### src/rtl/decode_execute_register.sv
// decode_execute_register: ID/EX pipeline register with writeback bypass at
// capture, writeback refresh while stalled, load-use bubble insertion, flush.
module decode_execute_register #(
    parameter int unsigned DATA_WIDTH    = 32,
    parameter int unsigned INDEX_WIDTH   = 5,
    parameter int unsigned CONTROL_WIDTH = 16,
    parameter int unsigned LOAD_BIT      = 0
) (
    input  logic                     clk,
    input  logic                     resetN,
    input  logic                     stall,
    input  logic                     flush,
    input  logic                     inValid,
    input  logic [DATA_WIDTH-1:0]    inPc,
    input  logic [INDEX_WIDTH-1:0]   inSource1Index,
    input  logic [INDEX_WIDTH-1:0]   inSource2Index,
    input  logic [DATA_WIDTH-1:0]    inSource1Data,
    input  logic [DATA_WIDTH-1:0]    inSource2Data,
    input  logic [DATA_WIDTH-1:0]    inImmediate,
    input  logic [INDEX_WIDTH-1:0]   inRdIndex,
    input  logic [CONTROL_WIDTH-1:0] inControl,
    input  logic                     wbShouldWrite,
    input  logic [INDEX_WIDTH-1:0]   wbWriteIndex,
    input  logic [DATA_WIDTH-1:0]    wbWriteData,
    output logic                     loadUseHazard,
    output logic                     outValid,
    output logic [DATA_WIDTH-1:0]    outPc,
    output logic [INDEX_WIDTH-1:0]   outSource1Index,
    output logic [INDEX_WIDTH-1:0]   outSource2Index,
    output logic [DATA_WIDTH-1:0]    outSource1Data,
    output logic [DATA_WIDTH-1:0]    outSource2Data,
    output logic [DATA_WIDTH-1:0]    outImmediate,
    output logic [INDEX_WIDTH-1:0]   outRdIndex,
    output logic [CONTROL_WIDTH-1:0] outControl
);

    logic                     valid_q,     valid_d;
    logic [DATA_WIDTH-1:0]    pc_q,        pc_d;
    logic [INDEX_WIDTH-1:0]   src1_idx_q,  src1_idx_d;
    logic [INDEX_WIDTH-1:0]   src2_idx_q,  src2_idx_d;
    logic [DATA_WIDTH-1:0]    src1_data_q, src1_data_d;
    logic [DATA_WIDTH-1:0]    src2_data_q, src2_data_d;
    logic [DATA_WIDTH-1:0]    imm_q,       imm_d;
    logic [INDEX_WIDTH-1:0]   rd_idx_q,    rd_idx_d;
    logic [CONTROL_WIDTH-1:0] control_q,   control_d;

    logic                     load_use_c;
    logic                     wb_nonzero_c;
    logic [DATA_WIDTH-1:0]    cap_src1_c;
    logic [DATA_WIDTH-1:0]    cap_src2_c;

    // Load in EX whose destination is read by the valid instruction in decode.
    assign load_use_c = valid_q && control_q[LOAD_BIT] && (rd_idx_q != '0) && inValid &&
                        ((rd_idx_q == inSource1Index) || (rd_idx_q == inSource2Index));

    assign wb_nonzero_c = wbShouldWrite && (wbWriteIndex != '0);

    // Capture-time source operands: x0 reads zero, same-cycle writeback wins.
    always_comb begin
        cap_src1_c = inSource1Data;
        cap_src2_c = inSource2Data;
        if (inSource1Index == '0) begin
            cap_src1_c = '0;
        end else if (wbShouldWrite && (wbWriteIndex == inSource1Index)) begin
            cap_src1_c = wbWriteData;
        end
        if (inSource2Index == '0) begin
            cap_src2_c = '0;
        end else if (wbShouldWrite && (wbWriteIndex == inSource2Index)) begin
            cap_src2_c = wbWriteData;
        end
    end

    // Next-state selection: flush > stall (with refresh) > hazard bubble > capture.
    always_comb begin
        valid_d     = valid_q;
        pc_d        = pc_q;
        src1_idx_d  = src1_idx_q;
        src2_idx_d  = src2_idx_q;
        src1_data_d = src1_data_q;
        src2_data_d = src2_data_q;
        imm_d       = imm_q;
        rd_idx_d    = rd_idx_q;
        control_d   = control_q;

        if (flush || (!stall && load_use_c)) begin
            valid_d     = 1'b0;
            pc_d        = '0;
            src1_idx_d  = '0;
            src2_idx_d  = '0;
            src1_data_d = '0;
            src2_data_d = '0;
            imm_d       = '0;
            rd_idx_d    = '0;
            control_d   = '0;
        end else if (stall) begin
            if (wb_nonzero_c && (wbWriteIndex == src1_idx_q)) begin
                src1_data_d = wbWriteData;
            end
            if (wb_nonzero_c && (wbWriteIndex == src2_idx_q)) begin
                src2_data_d = wbWriteData;
            end
        end else begin
            valid_d     = inValid;
            pc_d        = inPc;
            src1_idx_d  = inSource1Index;
            src2_idx_d  = inSource2Index;
            src1_data_d = cap_src1_c;
            src2_data_d = cap_src2_c;
            imm_d       = inImmediate;
            rd_idx_d    = inRdIndex;
            control_d   = inControl;
        end
    end

    // Stage register; reset loads a bubble.
    always_ff @(posedge clk or negedge resetN) begin
        if (!resetN) begin
            valid_q     <= 1'b0;
            pc_q        <= '0;
            src1_idx_q  <= '0;
            src2_idx_q  <= '0;
            src1_data_q <= '0;
            src2_data_q <= '0;
            imm_q       <= '0;
            rd_idx_q    <= '0;
            control_q   <= '0;
        end else begin
            valid_q     <= valid_d;
            pc_q        <= pc_d;
            src1_idx_q  <= src1_idx_d;
            src2_idx_q  <= src2_idx_d;
            src1_data_q <= src1_data_d;
            src2_data_q <= src2_data_d;
            imm_q       <= imm_d;
            rd_idx_q    <= rd_idx_d;
            control_q   <= control_d;
        end
    end

    assign loadUseHazard   = load_use_c;
    assign outValid        = valid_q;
    assign outPc           = pc_q;
    assign outSource1Index = src1_idx_q;
    assign outSource2Index = src2_idx_q;
    assign outSource1Data  = src1_data_q;
    assign outSource2Data  = src2_data_q;
    assign outImmediate    = imm_q;
    assign outRdIndex      = rd_idx_q;
    assign outControl      = control_q;

endmodule

### config.mk
export PLATFORM = sky130hd
export DESIGN_NAME = decode_execute_register
export DESIGN_NICKNAME = d
export VERILOG_FILES = /design/src/rtl/decode_execute_register.sv
export SDC_FILE = /design/constraint.sdc
export NUM_CORES = 1
export LEC_CHECK = 0
export ABC_AREA = 1
export CORE_MARGIN = 2
export CORE_UTILIZATION = 43
export DETAILED_ROUTE_END_ITERATION = 10
export DONT_BUFFER_PORTS = 1
export GPL_TIMING_DRIVEN = 0
export PLACE_DENSITY = 0.64
export SLEW_MARGIN = 20
export SYNTH_ARGS = -nofsm -noshare
export SYNTH_HDL_FRONTEND = slang
export SYNTH_SLANG_ARGS = --single-unit
export TNS_END_PERCENT = 100
### constraint.sdc
create_clock -name clk -period 2.55 [get_ports clk]
set_clock_uncertainty 0.1 [all_clocks]
set_input_delay 0.51 -clock clk [delete_from_list [all_inputs] [get_ports clk]]
set_output_delay 0.51 -clock clk [all_outputs]
set_load 0.05 [all_outputs]
# ---- Word level (Yosys, flattened, before mapping)
# Cells that the tools add are included.
dict set report classes {
  eq_ne 9
  mux 24
  reduce_logical 17
}
# operator n
set op_table {}
lappend op_table {{$mux 32} 14}
lappend op_table {{$mux 16} 2}
lappend op_table {{$eq 5x5->1} 6}
lappend op_table {{$mux 5} 6}
lappend op_table {{$logic_and 1x1->1} 10}
lappend op_table {{$logic_not 5->1} 2}
lappend op_table {{$reduce_bool 5->1} 2}
lappend op_table {{$ne 3x1->1 const B} 2}
lappend op_table {{$logic_or 1x1->1} 2}
lappend op_table {{$mux 1} 2}
lappend op_table {{$ne 2x1->1 const B} 1}
lappend op_table {{$logic_not 1->1} 1}
dict set report word_totals {
  ff_bits 160
  input_bits 202
  output_inout_bits 161
  wordCells 59
}

# ---- Logic depth before layout (Yosys ltp)
# Gate-level depths: netlist of run 1.
dict set report depth {
  ltp_word 7
  depth_mapped 12
  ltp_nobuf 11
}

# ---- Least setup slack after synthesis of run 1
# Ideal clock, no wire load.
dict set report synth_timing {
  path_type {reg-to-output}
  from {register rd_idx_q[1], in the netlist outRdIndex[1]}
  to {output port loadUseHazard}
  arrival_ns 1.499
  t_required_ns 1.940
  path_slack_ns 0.441
  path_stages_with_launch 9
  n_path_buf 0
  path_cell_list {dfrtp_1 inv_1 nand2_1 nand2_1 nor2_1 nand3_1 nand2_1 nand2_1 inv_1}
}
dict set report synth_via {
  elab_chain_cells 4
  elab_cells_between_ends 7
  cone_classes {eq/ne (2); reduce/logical (5)}
}
# element line_no
set synth_rtl {}
lappend synth_rtl {{from (decl)} 44} ;# logic [INDEX_WIDTH-1:0] rd_idx_q, rd_idx_d;
lappend synth_rtl {{from (signal assigned)} 136} ;# rd_idx_q <= rd_idx_d;
lappend synth_rtl {{$reduce_bool 5->1} 53} ;# assign load_use_c = valid_q && control_q[LOAD_BIT] && (rd_idx_q != '0) && inValid &&
lappend synth_rtl {{$logic_and 1x1->1 (2 in a row)} 53}
lappend synth_rtl {{$logic_and 1x1->1 *} 53}
lappend synth_rtl {{to (decl)} 25} ;# output logic loadUseHazard,
# Mark *: on every way between the ends. The rest lies on a longest branch, timed or not.

# ---- Worst setup path after layout of run 1
dict set report layout_timing {
  from {register rd_idx_q[0], in the netlist outRdIndex[0]}
  to {output port loadUseHazard}
}
# The elaborated chain is that of the path after synthesis.

==> results by group, run 1 <==
Synthesis
  • Distinct cells, synth: 25
  • Mapped Avg Cell Area: 6.927 sq um
  • Synth warnings: 0
  • #FFs+latches synth: 160
  • Post-synth design cell area: 9122 sq um
  • Number of flops mapped to enable cells by yosys: 0
  • Async set or reset register ratio after synthesis: 100.0%
  • Post-synthesis net count: 1,519
  • Top flip-flop cell by instance count after synthesis: sky130_fd_sc_hd__dfrtp_1
  • Post-Synthesis Cells: 1,317
  • Sequential cell area fraction in the yosys report: between 40% and 50%

Run status
  • Violated checks: negative hold slack
  • Run status: finished, violations left

Layout
  • Number of nets in the layout: between 1,500 and 2,000
  • Commonest cells after routing, fill and taps aside: 501 x sky130_fd_sc_hd__nand2_1, 167 x sky130_fd_sc_hd__nand3_1, 155 x sky130_fd_sc_hd__dfrtp_1
  • Share of layout cells above drive strength 1: a little under 9%
  • Multi-input combinational cell area: roughly 4200 sq um
  • Footprint of the flip-flops and latches: around 4000 sq um
  • Leading cell type in the layout, fill and taps excluded: sky130_fd_sc_hd__nand2_1
  • Fill cell total of the finished layout: approximately 2,100
  • Area growth from synthesis to layout: 10.53%
  • Number of antenna cells inserted: 0

Route
  • Detailed router's first-iteration violation count: just under 600
  • Antenna-violating nets left: 0
  • Vias per std cell: about 5.4
  • Pre-antenna DRT Iters: 7
  • Met2 wire len: ~15 mm
  • Detailed-route wire length: around 31 mm
  • Via count: 8,812
  • Total met3 wirelength after detailed routing: around 3.1 mm
  • Uppermost signal routing layer after detailed routing: met4
  • Remaining DRCs: 0
  • Met1 Routed Length: 12.35 mm
  • Avg WL per Cell: 19.34 um

Power
  • Leakage power of the design: ~5.3 nW
  • Total power consumption of the routed design: between 7 and 8 mW
  • Cell Pwr Density: ~710 nW/um^2
  • VDD IR-drop max: approximately 0.00044 V

GRT
  • Number of global-route vias before repair: 8,356
  • Total congestion overflow: 0
  • Global-route wire length before repair: 47.25 mm
  • Initial antenna violation count: 0
  • Maximum number of pins on one net before global-route repair: ~160
  • GR Util All Layers: 27.48%

Critical path
  • Buffer and inverter count on the worst path: 2
  • Longest individual stage delay on the worst path: around 580 ps
  • Start-to-end type of the worst setup path: reg -> out
  • Worst Setup End Kind: output port
  • CP cell instances: inv_1 -> nand2_1 -> nand2_1 -> nor2_1 -> nand3_1 -> nand2_1 -> nand2_2 -> clkinvlp_4
  • Critical path peak fanout: 5
  • Arrival time reported for the critical path endpoint: 1850 ps
  • Worst Setup Start Kind: register
  • Cell with the most instances on the worst path: sky130_fd_sc_hd__nand2_1
  • Required time of the worst setup path: 1940 ps
  • Delay-heaviest family, CP: flip-flops
  • Max stage delay cell, worst path: sky130_fd_sc_hd__dfrtp_2

Die
  • Height of the die: 149.7 um
  • Die outline width: between 100 and 150 um
  • Initial cell density of the core: 43.67%
  • Full die area: 22,400 sq um
  • I/O pin cnt: roughly 360
  • Standard-cell row count: 53
  • Core outline area: 20,890 sq um

Clock tree
  • CTS buffer count: 17
  • Root buffer cell: sky130_fd_sc_hd__clkbuf_16
  • Number of clock sinks: between 150 and 200
  • Clock input transition at the sequential cells of the worst setup and hold paths: roughly 80 ps
  • # H-tree levels: 4
  • Clock Latency Late Sink: between 400 and 500 ps
  • TritonCTS clock tree: built
  • Clock buffer depth: 2

Placed design
  • Number of buffers added on ports: 0
  • Detailed placer's ending HPWL: 23.76 mm
  • Worst slack, placed: -12.44 ps
  • Routability Congestion: 0.9570

Timing
  • Share of the cycle needed by the critical path after routing: a little over nine tenths
  • Worst hold slack: -339.3 ps
  • Final setup vio count: 0
  • Slew @ Worst Pin: 708.2 ps
  • Final worst slack: between 90 and 100 ps
  • Final count of pins violating max slew: 0
  • Final critical-path required period: between 2000 and 2500 ps
  • Highest Clock Rate: between 400 and 500 MHz
  • Max-slew headroom at the worst pin: a little over half
  • Final hold violation count: between 150 and 200
  • Unrepaired setup endpoints after global routing: false

Worst hold path
  • Min-Delay Path Class: in -> async

Job
  • # Max-Cap Violations: 0
==> flip-flops by register name (all words and copies together), names as in the netlist, 5 cells and up <==
signal,count
outSource1Index,5
outControl,16
outPc,32
outSource2Data,32
outRdIndex,5
outSource1Data,32
outSource2Index,5
outImmediate,32
==> metal layers <==
metal  up-vias  track usage [%]
li1       4230                -
met1      4071            34.65
met2       449            44.95
met3        62            7.774
met4         0            10.38
met5         -                0
==> synthesized netlist by cell type, types with 3 or more instances <==
library cell	instances	area (sq um)
sky130_fd_sc_hd__nor2_1	43	161.4
sky130_fd_sc_hd__o21ai_1	34	170.2
sky130_fd_sc_hd__inv_2	8	30.03
sky130_fd_sc_hd__nand2_1	502	1884
sky130_fd_sc_hd__buf_2	43	215.2
sky130_fd_sc_hd__xnor2_1	6	52.55
sky130_fd_sc_hd__xor2_1	4	35.03
sky130_fd_sc_hd__clkbuf_1	37	138.9
sky130_fd_sc_hd__inv_1	119	446.7
sky130_fd_sc_hd__o22ai_1	7	43.79
sky130_fd_sc_hd__buf_4	5	37.54
sky130_fd_sc_hd__nor2_2	3	18.77
sky130_fd_sc_hd__nand3_1	167	835.8
sky130_fd_sc_hd__dfrtp_1	160	4004
sky130_fd_sc_hd__nand4_1	35	219.0
sky130_fd_sc_hd__buf_6	6	67.56
sky130_fd_sc_hd__buf_1	3	11.26
sky130_fd_sc_hd__nor2_4	4	45.04
sky130_fd_sc_hd__o21ai_0	56	280.3
sky130_fd_sc_hd__a21oi_1	65	325.3
==> power by group <==
part           total, mW  switching, mW  internal [mW]
clock               2.65           1.31           1.35
sequential          3.62          0.903           2.72
combinational      0.852          0.567          0.285
total               7.13           2.78           4.35
==> layout make-up <==
type	instances	area share [%]
Timing Repair Buffer	1	0.07445
Clock inverter	14	1.563
Buffer	94	4.666
Sequential cell	160	39.77
Inverter	127	4.765
Clock buffer	18	4.355
Tap cell	275	3.412
Multi-Input combinational cell	936	41.39
==> worst paths after layout <==
kind / start / endpoint / slack, ps / cells after the start
setup / recovery: outRdIndex[0]$_DFFE_PN0P_ / loadUseHazard / 90 / 8
hold / removal: resetN / outSource2Data[14]$_DFFE_PN0P_ / -340 / 0
setup reg to reg: outRdIndex[0]$_DFFE_PN0P_ / outSource2Data[21]$_DFFE_PN0P_ / 230 / 12
hold reg to reg: outRdIndex[2]$_DFFE_PN0P_ / outRdIndex[2]$_DFFE_PN0P_ / 680 / 2
max in group asynchronous: resetN / outSource2Data[31]$_DFFE_PN0P_ / 2260 / 0
min in group clk: inImmediate[10] / outImmediate[10]$_DFFE_PN0P_ / 110 / 2
==> through the flow <==
stage               utilization (%)  area, sq um  setup TNS (ps)  std cells
floorplan                         -         9123               0       1317
global placement              45.32         9467               0       1592
detailed placement            45.32         9467          -16.79       1592
CTS                           48.22        10070               0       1624
global route                  48.27        10080               0       1625
finish                        48.27        10080               0       1625
==> kinds of logic after synthesis <==
logic type	count (synthesis)	synth area share, %
AOI/OAI and AO/OA	166	9.450
xor gates and xnor gates	10	0.9600
buffers and inverters	221	10.38
DFF	160	43.89
and+or+nand+nor	760	35.32
==> what timing repair did <==
action,CTS,global route
setup endpoints to repair,5,6
hold endpoints to repair,160,160
gates resized for setup,6,4
buffers inserted,0,1
pin swaps,0,0
No activity file was read; power rests on OpenSTA's default activity.
==> run 2: changes to the inputs <==
--- a/config.mk
+++ b/config.mk
@@ -6,7 +6,7 @@
 export NUM_CORES = 1
 export LEC_CHECK = 0
 export ABC_AREA = 1
-export CORE_MARGIN = 2
+export CORE_MARGIN = 3
 export CORE_UTILIZATION = 43
 export DETAILED_ROUTE_END_ITERATION = 10
 export DONT_BUFFER_PORTS = 1
==> run 2 against run 1 <==
Net effect:
- the run still ends with negative hold slack left
- register-to-register slack improved by 50 ps
- global-route usage rose by 0.23 points
- hold slack better by 3.3 ps
- sequential power hardly changed
- via count is 0.79% lower
- first-iteration DRC count is 1.4% higher
- critical path type unchanged
- largest power group unchanged
==> results by group, run 2 (synthesis results as in run 1) <==
Timing
  • Final count of pins violating max slew: 0 (unchanged)
  • Worst hold slack: -335.9 ps (+3.348 ps)
  • Unrepaired setup endpoints after global routing: false
  • Setup total negative slack: 0 ps (unchanged)
  • Final hold violation count: 160 (unchanged)
  • Final critical-path required period: 2406 ps (-52.08 ps)
  • Max-slew headroom at the worst pin: 55.23% (+2.4 points)
  • Final setup vio count: 0 (unchanged)
  • Highest Clock Rate: 415.5 MHz (+2.2%)
  • Share of the cycle needed by the critical path after routing: 94.37% (-2.0 points)
  • Slew @ Worst Pin: 671.6 ps (-36.67 ps)

Critical path
  • Start-to-end type of the worst setup path: reg -> out
  • Buffer and inverter count on the worst path: 2 (unchanged)
  • Max stage delay cell, worst path: sky130_fd_sc_hd__dfrtp_2
  • Worst flop-to-flop path endpoint: outSource2Data[21]$_DFFE_PN0P_
  • Arrival time reported for the critical path endpoint: 1800 ps (-50 ps)
  • Required time of the worst setup path: 1940 ps (about the same)
  • Delay-heaviest family, CP: flip-flops
  • Reg2reg setup slack: 280 ps (+50 ps)
  • Longest individual stage delay on the worst path: 590 ps (about the same)
  • CP cell instances: inv_2 -> nand2_1 -> nand2_1 -> nor2_1 -> nand3_1 -> nand2_2 -> nand2_2 -> clkinvlp_4
  • Start of the worst register-to-register path: outSource2Index[4]$_DFFE_PN0P_
  • Worst Setup Start Kind: register
  • R2R depth: 8 (-4)
  • Worst Setup End Kind: output port
  • Critical path peak fanout: 5 (unchanged)

Run status
  • Run status: finished, violations left
  • Violated checks: negative hold slack

Power
  • Total power consumption of the routed design: 7.113 mW (-0.22%)
  • Leakage power of the design: 5.301 nW (about the same)
  • VDD IR-drop max: 0.0004405 V (-0.18%)
  • Cell Pwr Density: 705.5 nW/um^2 (-0.21%)

Placed design
  • Cell total after placement: 1,587 (-0.31%)
  • Detailed placer's ending HPWL: 24.57 mm (+3.4%)
  • Number of buffers added on ports: 0 (unchanged)
  • Routability Congestion: 0.9346 (-2.3%)
  • Cell area after placement: 9460 sq um (about the same)

Layout
  • Number of antenna cells inserted: 0 (unchanged)
  • Util after Layout: 49.04% (+0.77 points)
  • Post-route cell area: 10,080 sq um (about the same)
  • Leading cell type in the layout, fill and taps excluded: sky130_fd_sc_hd__nand2_1
  • Area growth from synthesis to layout: 10.52% (about the same)
  • Number of nets in the layout: 1,538 (-0.065%)
  • Commonest cells after routing, fill and taps aside: 500 x sky130_fd_sc_hd__nand2_1, 167 x sky130_fd_sc_hd__nand3_1, 155 x sky130_fd_sc_hd__dfrtp_1
  • Share of layout cells above drive strength 1: 8.970% (+0.081 points)
  • Final non-filler cell total: 1,619 (-0.37%)

Route
  • Via count: 8,742 (-0.79%)
  • Avg WL per Cell: 20.14 um (+4.1%)
  • Remaining DRCs: 0 (unchanged)
  • Vias per std cell: 5.400 (-0.43%)
  • Detailed-route wire length: 32.61 mm (+3.8%)
  • Antenna-violating nets left: 0 (unchanged)
  • Pre-antenna DRT Iters: 5 (-2)
  • Detailed router's first-iteration violation count: 597 (+1.4%)

Worst hold path
  • Min-Delay Path Class: in -> async

GRT
  • GR Util All Layers: 27.71% (+0.23 points)
  • Number of global-route vias before repair: 8,571 (+2.6%)
  • Total congestion overflow: 0 (unchanged)
  • Maximum number of pins on one net before global-route repair: 161 (unchanged)
  • Initial antenna violation count: 0 (unchanged)
  • Global-route wire length before repair: 48.78 mm (+3.2%)

Clock tree
  • Number of clock sinks: 160 (unchanged)
  • # H-tree levels: 4 (unchanged)
  • Clock input transition at the sequential cells of the worst setup and hold paths: 80 ps (about the same)
  • TritonCTS clock tree: built
  • CTS buffer count: 17 (unchanged)
  • Clock buffer depth: 2 (unchanged)
  • Root buffer cell: sky130_fd_sc_hd__clkbuf_16
  • Clock Latency Late Sink: 440 ps (about the same)

Die
  • Core outline area: 20,560 sq um (-1.6%)
  • Standard-cell row count: 52 (-1.9%)
  • Initial cell density of the core: 44.37% (+0.70 points)
  • Die outline width: 151.7 um (+1.3%)
  • Full die area: 23,000 sq um (+2.7%)
  • Height of the die: 151.7 um (+1.3%)
  • I/O pin cnt: 363 (unchanged)

Job
  • # Max-Cap Violations: 0 (unchanged)
run 2: cell types whose count changed in the layout (fill, tap and decap cells not counted), sizes merged:
cell    change
inv         -1
clkinv      +1
buf         -1
run 2: final cells by class:
| cell class | instances | area, sq um |
|---|---|---|
| fill | 2125 | 10480 |
| inverter | 127 | 483.0 |
| clock buffer | 18 | 439.2 |
| sequential | 160 | 4013 |
| tap | 270 | 337.8 |
| multi-input combinational | 936 | 4177 |
| buffer | 94 | 470.5 |
| clock inverter | 14 | 162.7 |
run 2: report_power, final:
part           internal [mW]  switching [mW]  total [mW]
combinational          0.284           0.570       0.854
sequential              2.72           0.905        3.63
clock                   1.35            1.28        2.63
total                   4.35            2.76        7.11
run 2: worst register-to-register path: stages (launching register included):
cell,delay (ps)
sky130_fd_sc_hd__dfrtp_1,720
sky130_fd_sc_hd__xnor2_1,190
sky130_fd_sc_hd__nand2_1,60
sky130_fd_sc_hd__nor2_1,190
sky130_fd_sc_hd__nand3_1,290
sky130_fd_sc_hd__buf_2,300
sky130_fd_sc_hd__a21oi_1,140
sky130_fd_sc_hd__nand3_1,130
sky130_fd_sc_hd__nand2_1,90
run 2: how the worst max path moves through the flow:
stage,from,end,depth (start not counted)
2_1_floorplan,outRdIndex[1]$_DFFE_PN0P_,loadUseHazard,8
3_3_place_gp,outRdIndex[1]$_DFFE_PN0P_,outSource2Data[21]$_DFFE_PN0P_,12
3_5_place_dp,outRdIndex[1]$_DFFE_PN0P_,outSource2Data[21]$_DFFE_PN0P_,12
4_1_cts,outRdIndex[1]$_DFFE_PN0P_,loadUseHazard,8
5_1_grt,outRdIndex[2]$_DFFE_PN0P_,loadUseHazard,8
6_report,outRdIndex[0]$_DFFE_PN0P_,loadUseHazard,8
run 2: layer usage:
metal / track usage (%) / up-vias / part of all wire (%)
li1: - / 4238 / -
met1: 34.50 / 4065 / 39
met2: 46.67 / 393 / 49
met3: 7.793 / 46 / 9.3
met4: 8.850 / 0 / 2.4
met5: 0 / - / 0
run 2: through the flow:
step | hold WS (ps) | setup slack (ps)
2_1_floorplan | 114.4 | 440.9
3_3_place_gp | 120.0 | 25.93
3_5_place_dp | 118.5 | 24.23
4_1_cts | -350.5 | 2.649
5_1_grt | -351.8 | 10.35
6_report | -335.9 | 143.5
run 2: what timing repair did:
action                     in CTS  in global routing
gates resized for setup         6                  8
setup buffers                   0                  0
pin swaps                       0                  1
setup endpoints to repair       1                 22
hold endpoints to repair      160                160
==> run 3: changes to the inputs <==
--- a/config.mk
+++ b/config.mk
@@ -11,7 +11,10 @@
 export DETAILED_ROUTE_END_ITERATION = 10
 export DONT_BUFFER_PORTS = 1
 export GPL_TIMING_DRIVEN = 0
+export MAX_ROUTING_LAYER = met4
 export PLACE_DENSITY = 0.64
+export RECOVER_POWER = 25
+export SETUP_SLACK_MARGIN = 0.1
 export SLEW_MARGIN = 20
 export SYNTH_ARGS = -nofsm -noshare
 export SYNTH_HDL_FRONTEND = slang
==> run 3 against run 2 <==
Net effect:
- combinational power hardly changed
- via count increased by 1.0%
- final cell count about the same
- hold slack improved by 9.6 ps
- register-to-register slack got worse by 70 ps
- global-route usage up 0.52 points
- the run still ends with negative hold slack left
- highest routed layer unchanged
- sequential share of layout area is 0.17 points lower
- clock power increased by 7%
- critical path type unchanged
- flip-flop and latch count unchanged
- fmax increased by 0.44%
==> results by group, run 3 (synthesis results as in run 1) <==
Run status
  • Run status: finished, violations left
  • Violated checks: negative hold slack

Clock tree
  • Root buffer cell: sky130_fd_sc_hd__clkbuf_16
  • Clock input transition at the sequential cells of the worst setup and hold paths: 70 ps (about the same)
  • Clock Latency Late Sink: 430 ps (about the same)
  • Number of clock sinks: 160 (unchanged)
  • CTS buffer count: 17 (unchanged)
  • Clock buffer depth: 2 (unchanged)
  • TritonCTS clock tree: built
  • # H-tree levels: 4 (unchanged)

Placed design
  • Detailed placer's ending HPWL: 24.49 mm (-0.32%)
  • Number of buffers added on ports: 0 (unchanged)
  • Routability Congestion: 0.9582 (+2.5%)
  • Cell total after placement: 1,587 (unchanged)

Power
  • Power dissipated by switching net loads: 2.708 mW (-1.8%)
  • Proportion of power drawn by combinational gates: 11.7% (-0.3 points)
  • Portion of total power attributed to the clock network: 38.5% (+1.5 points)
  • VDD IR-drop max: 0.0004422 V (+0.39%)
  • Internal power: 4.588 mW (+5.3%)
  • Switching share of power: 37.11% (-1.7 points)
  • Cell Pwr Density: 721.0 nW/um^2 (+2.2%)
  • Portion of total power attributed to sequential cells: 49.7% (-1.3 points)
  • Leakage power of the design: 5.332 nW (+0.57%)

GRT
  • Initial antenna violation count: 0 (unchanged)
  • Global-route wire length before repair: 48.43 mm (-0.71%)
  • GR Util All Layers: 28.23% (+0.52 points)
  • Number of global-route vias before repair: 8,505 (-0.77%)
  • Total congestion overflow: 0 (unchanged)
  • Maximum number of pins on one net before global-route repair: 161 (unchanged)

Critical path
  • Worst Setup SP: outRdIndex[2]$_DFFE_PN0P_
  • Reg2reg setup slack: 210 ps (-70 ps)
  • Max stage delay cell, worst path: sky130_fd_sc_hd__dfrtp_2
  • Cell with the most instances on the worst path: sky130_fd_sc_hd__nand2_1
  • Longest individual stage delay on the worst path: 580 ps (about the same)
  • Critical Path Stages: 8 (unchanged)
  • Worst Setup End Kind: output port
  • Worst Setup Start Kind: register
  • Worst setup path end: loadUseHazard
  • Critical path peak fanout: 5 (unchanged)
  • Arrival time reported for the critical path endpoint: 1790 ps (about the same)
  • Buffer and inverter count on the worst path: 2 (unchanged)
  • R2R depth: 13 (+5)
  • Delay-heaviest family, CP: flip-flops
  • Start of the worst register-to-register path: outRdIndex[2]$_DFFE_PN0P_
  • Required time of the worst setup path: 1940 ps (about the same)
  • Worst flop-to-flop path endpoint: outSource2Data[21]$_DFFE_PN0P_
  • CP cell instances: inv_2 -> nand2_1 -> nand2_1 -> nor2_1 -> nand3_1 -> nand2_2 -> nand2_4 -> clkinvlp_4
  • Start-to-end type of the worst setup path: reg -> out

Route
  • Uppermost signal routing layer after detailed routing: met4
  • Remaining DRCs: 0 (unchanged)
  • Antenna-violating nets left: 0 (unchanged)
  • Detailed router's first-iteration violation count: 533 (-11%)
  • Detailed-route wire length: 32.52 mm (-0.30%)
  • Via count: 8,832 (+1.0%)
  • Pre-antenna DRT Iters: 6 (+1)
  • Vias per std cell: 5.452 (+0.97%)
  • Avg WL per Cell: 20.07 um (-0.36%)
  • Met2 wire len: 16.01 mm (-0.19%)
  • Total met3 wirelength after detailed routing: 2.809 mm (-7.7%)
  • Met1 Routed Length: 12.84 mm (+0.87%)

Die
  • Die outline width: 151.7 um (unchanged)
  • Height of the die: 151.7 um (unchanged)
  • Full die area: 23,000 sq um (unchanged)
  • Core outline area: 20,560 sq um (unchanged)
  • Standard-cell row count: 52 (unchanged)
  • Initial cell density of the core: 44.37% (unchanged)
  • I/O pin cnt: 363 (unchanged)

Layout
  • Commonest cells after routing, fill and taps aside: 500 x sky130_fd_sc_hd__nand2_1, 167 x sky130_fd_sc_hd__nand3_1, 155 x sky130_fd_sc_hd__dfrtp_1
  • Number of antenna cells inserted: 0 (unchanged)
  • Number of nets in the layout: 1,540 (+0.13%)
  • Final non-filler cell total: 1,620 (+0.062%)
  • Area growth from synthesis to layout: 10.92%
  • Leading cell type in the layout, fill and taps excluded: sky130_fd_sc_hd__nand2_1
  • Share of layout cells above drive strength 1: 9.111% (+0.14 points)

Timing
  • Slew @ Worst Pin: 676.2 ps (+4.638 ps)
  • Share of the cycle needed by the critical path after routing: 93.96% (-0.42 points)
  • Max-slew headroom at the worst pin: 54.92% (-0.31 points)
  • Unrepaired setup endpoints after global routing: true
  • Setup total negative slack: 0 ps (unchanged)
  • Final critical-path required period: 2396 ps (-10.63 ps)
  • Final setup vio count: 0 (unchanged)
  • Final count of pins violating max slew: 0 (unchanged)
  • Final hold violation count: 160 (unchanged)
  • Highest Clock Rate: 417.4 MHz (+0.44%)
  • Worst hold slack: -326.3 ps (+9.613 ps)

Worst hold path
  • Min-Delay Path Class: in -> async

Job
  • # Max-Cap Violations: 0 (unchanged)
-- run 3: routing by layer --
layer	up-vias	track usage (%)
met5	-	-
met4	0	9.119
met3	63	6.425
met1	4125	34.52
met2	403	46.60
li1	4241	-
-- run 3: timing repair --
action / in CTS / in global routing
resized for setup: 11 / 4
pin swaps: 0 / 5
buffers inserted: 0 / 2
hold endpoints to repair: 160 / 160
setup endpoints to repair: 35 / 1
-- run 3: how the worst min path moves through the flow --
stage / from / endpoint / slack, ps
final: resetN / outSource1Data[14]$_DFFE_PN0P_ / -330
after global routing: resetN / outSource2Data[17]$_DFFE_PN0P_ / -350
after CTS: resetN / outSource2Data[17]$_DFFE_PN0P_ / -340
after detailed placement: resetN / outSource2Data[17]$_DFFE_PN0P_ / 120
after global placement: resetN / outSource2Data[17]$_DFFE_PN0P_ / 120
after floorplan: resetN / outControl[0]$_DFFE_PN0P_ / 110
-- run 3: final cells by class --
| class | count | area [sq um] |
|---|---|---|
| fill | 2125 | 10440 |
| tap | 270 | 337.8 |
| clock inverter | 14 | 195.2 |
| timing repair buffer | 2 | 15.01 |
| inverter | 127 | 483.0 |
| multi-input combinational | 936 | 4182 |
| clock buffer | 17 | 425.4 |
| sequential | 160 | 4010 |
| buffer | 94 | 470.5 |
-- run 3: power by group through the flow --
stage	Sequential [mW]	Clock [mW]	Combinational [mW]
2_1_floorplan	3.61	0	0.639
3_3_place_gp	3.68	0	0.836
3_5_place_dp	3.68	0	0.848
4_1_cts	3.63	2.85	0.850
5_1_grt	3.65	2.96	0.973
6_report	3.63	2.81	0.856
-- run 3: per-stage QoR --
stage	utilization [%]	power [mW]	setup WS, ps	cell area (sq um)
2_1_floorplan	-	4.245	440.9	9123
3_3_place_gp	46.01	4.515	26.06	9460
3_5_place_dp	46.01	4.527	38.52	9460
4_1_cts	49.09	7.334	107.1	10090
5_1_grt	49.21	7.587	32.02	10120
6_report	49.21	7.295	154.1	10120
-- run 3: worst register-to-register path: stages, from the launching register on --
cell and delay [ps]:
sky130_fd_sc_hd__dfrtp_2 580, sky130_fd_sc_hd__inv_2 80, sky130_fd_sc_hd__nand2_1 70, sky130_fd_sc_hd__nand2_1 60, sky130_fd_sc_hd__nor2_1 100, sky130_fd_sc_hd__nand3_1 100
sky130_fd_sc_hd__nand2_2 100, sky130_fd_sc_hd__nand2_4 60, sky130_fd_sc_hd__buf_4 130, sky130_fd_sc_hd__nand2_2 150, sky130_fd_sc_hd__nand2_2 220, sky130_fd_sc_hd__buf_2 270
sky130_fd_sc_hd__nand3_1 130, sky130_fd_sc_hd__nand2_1 70
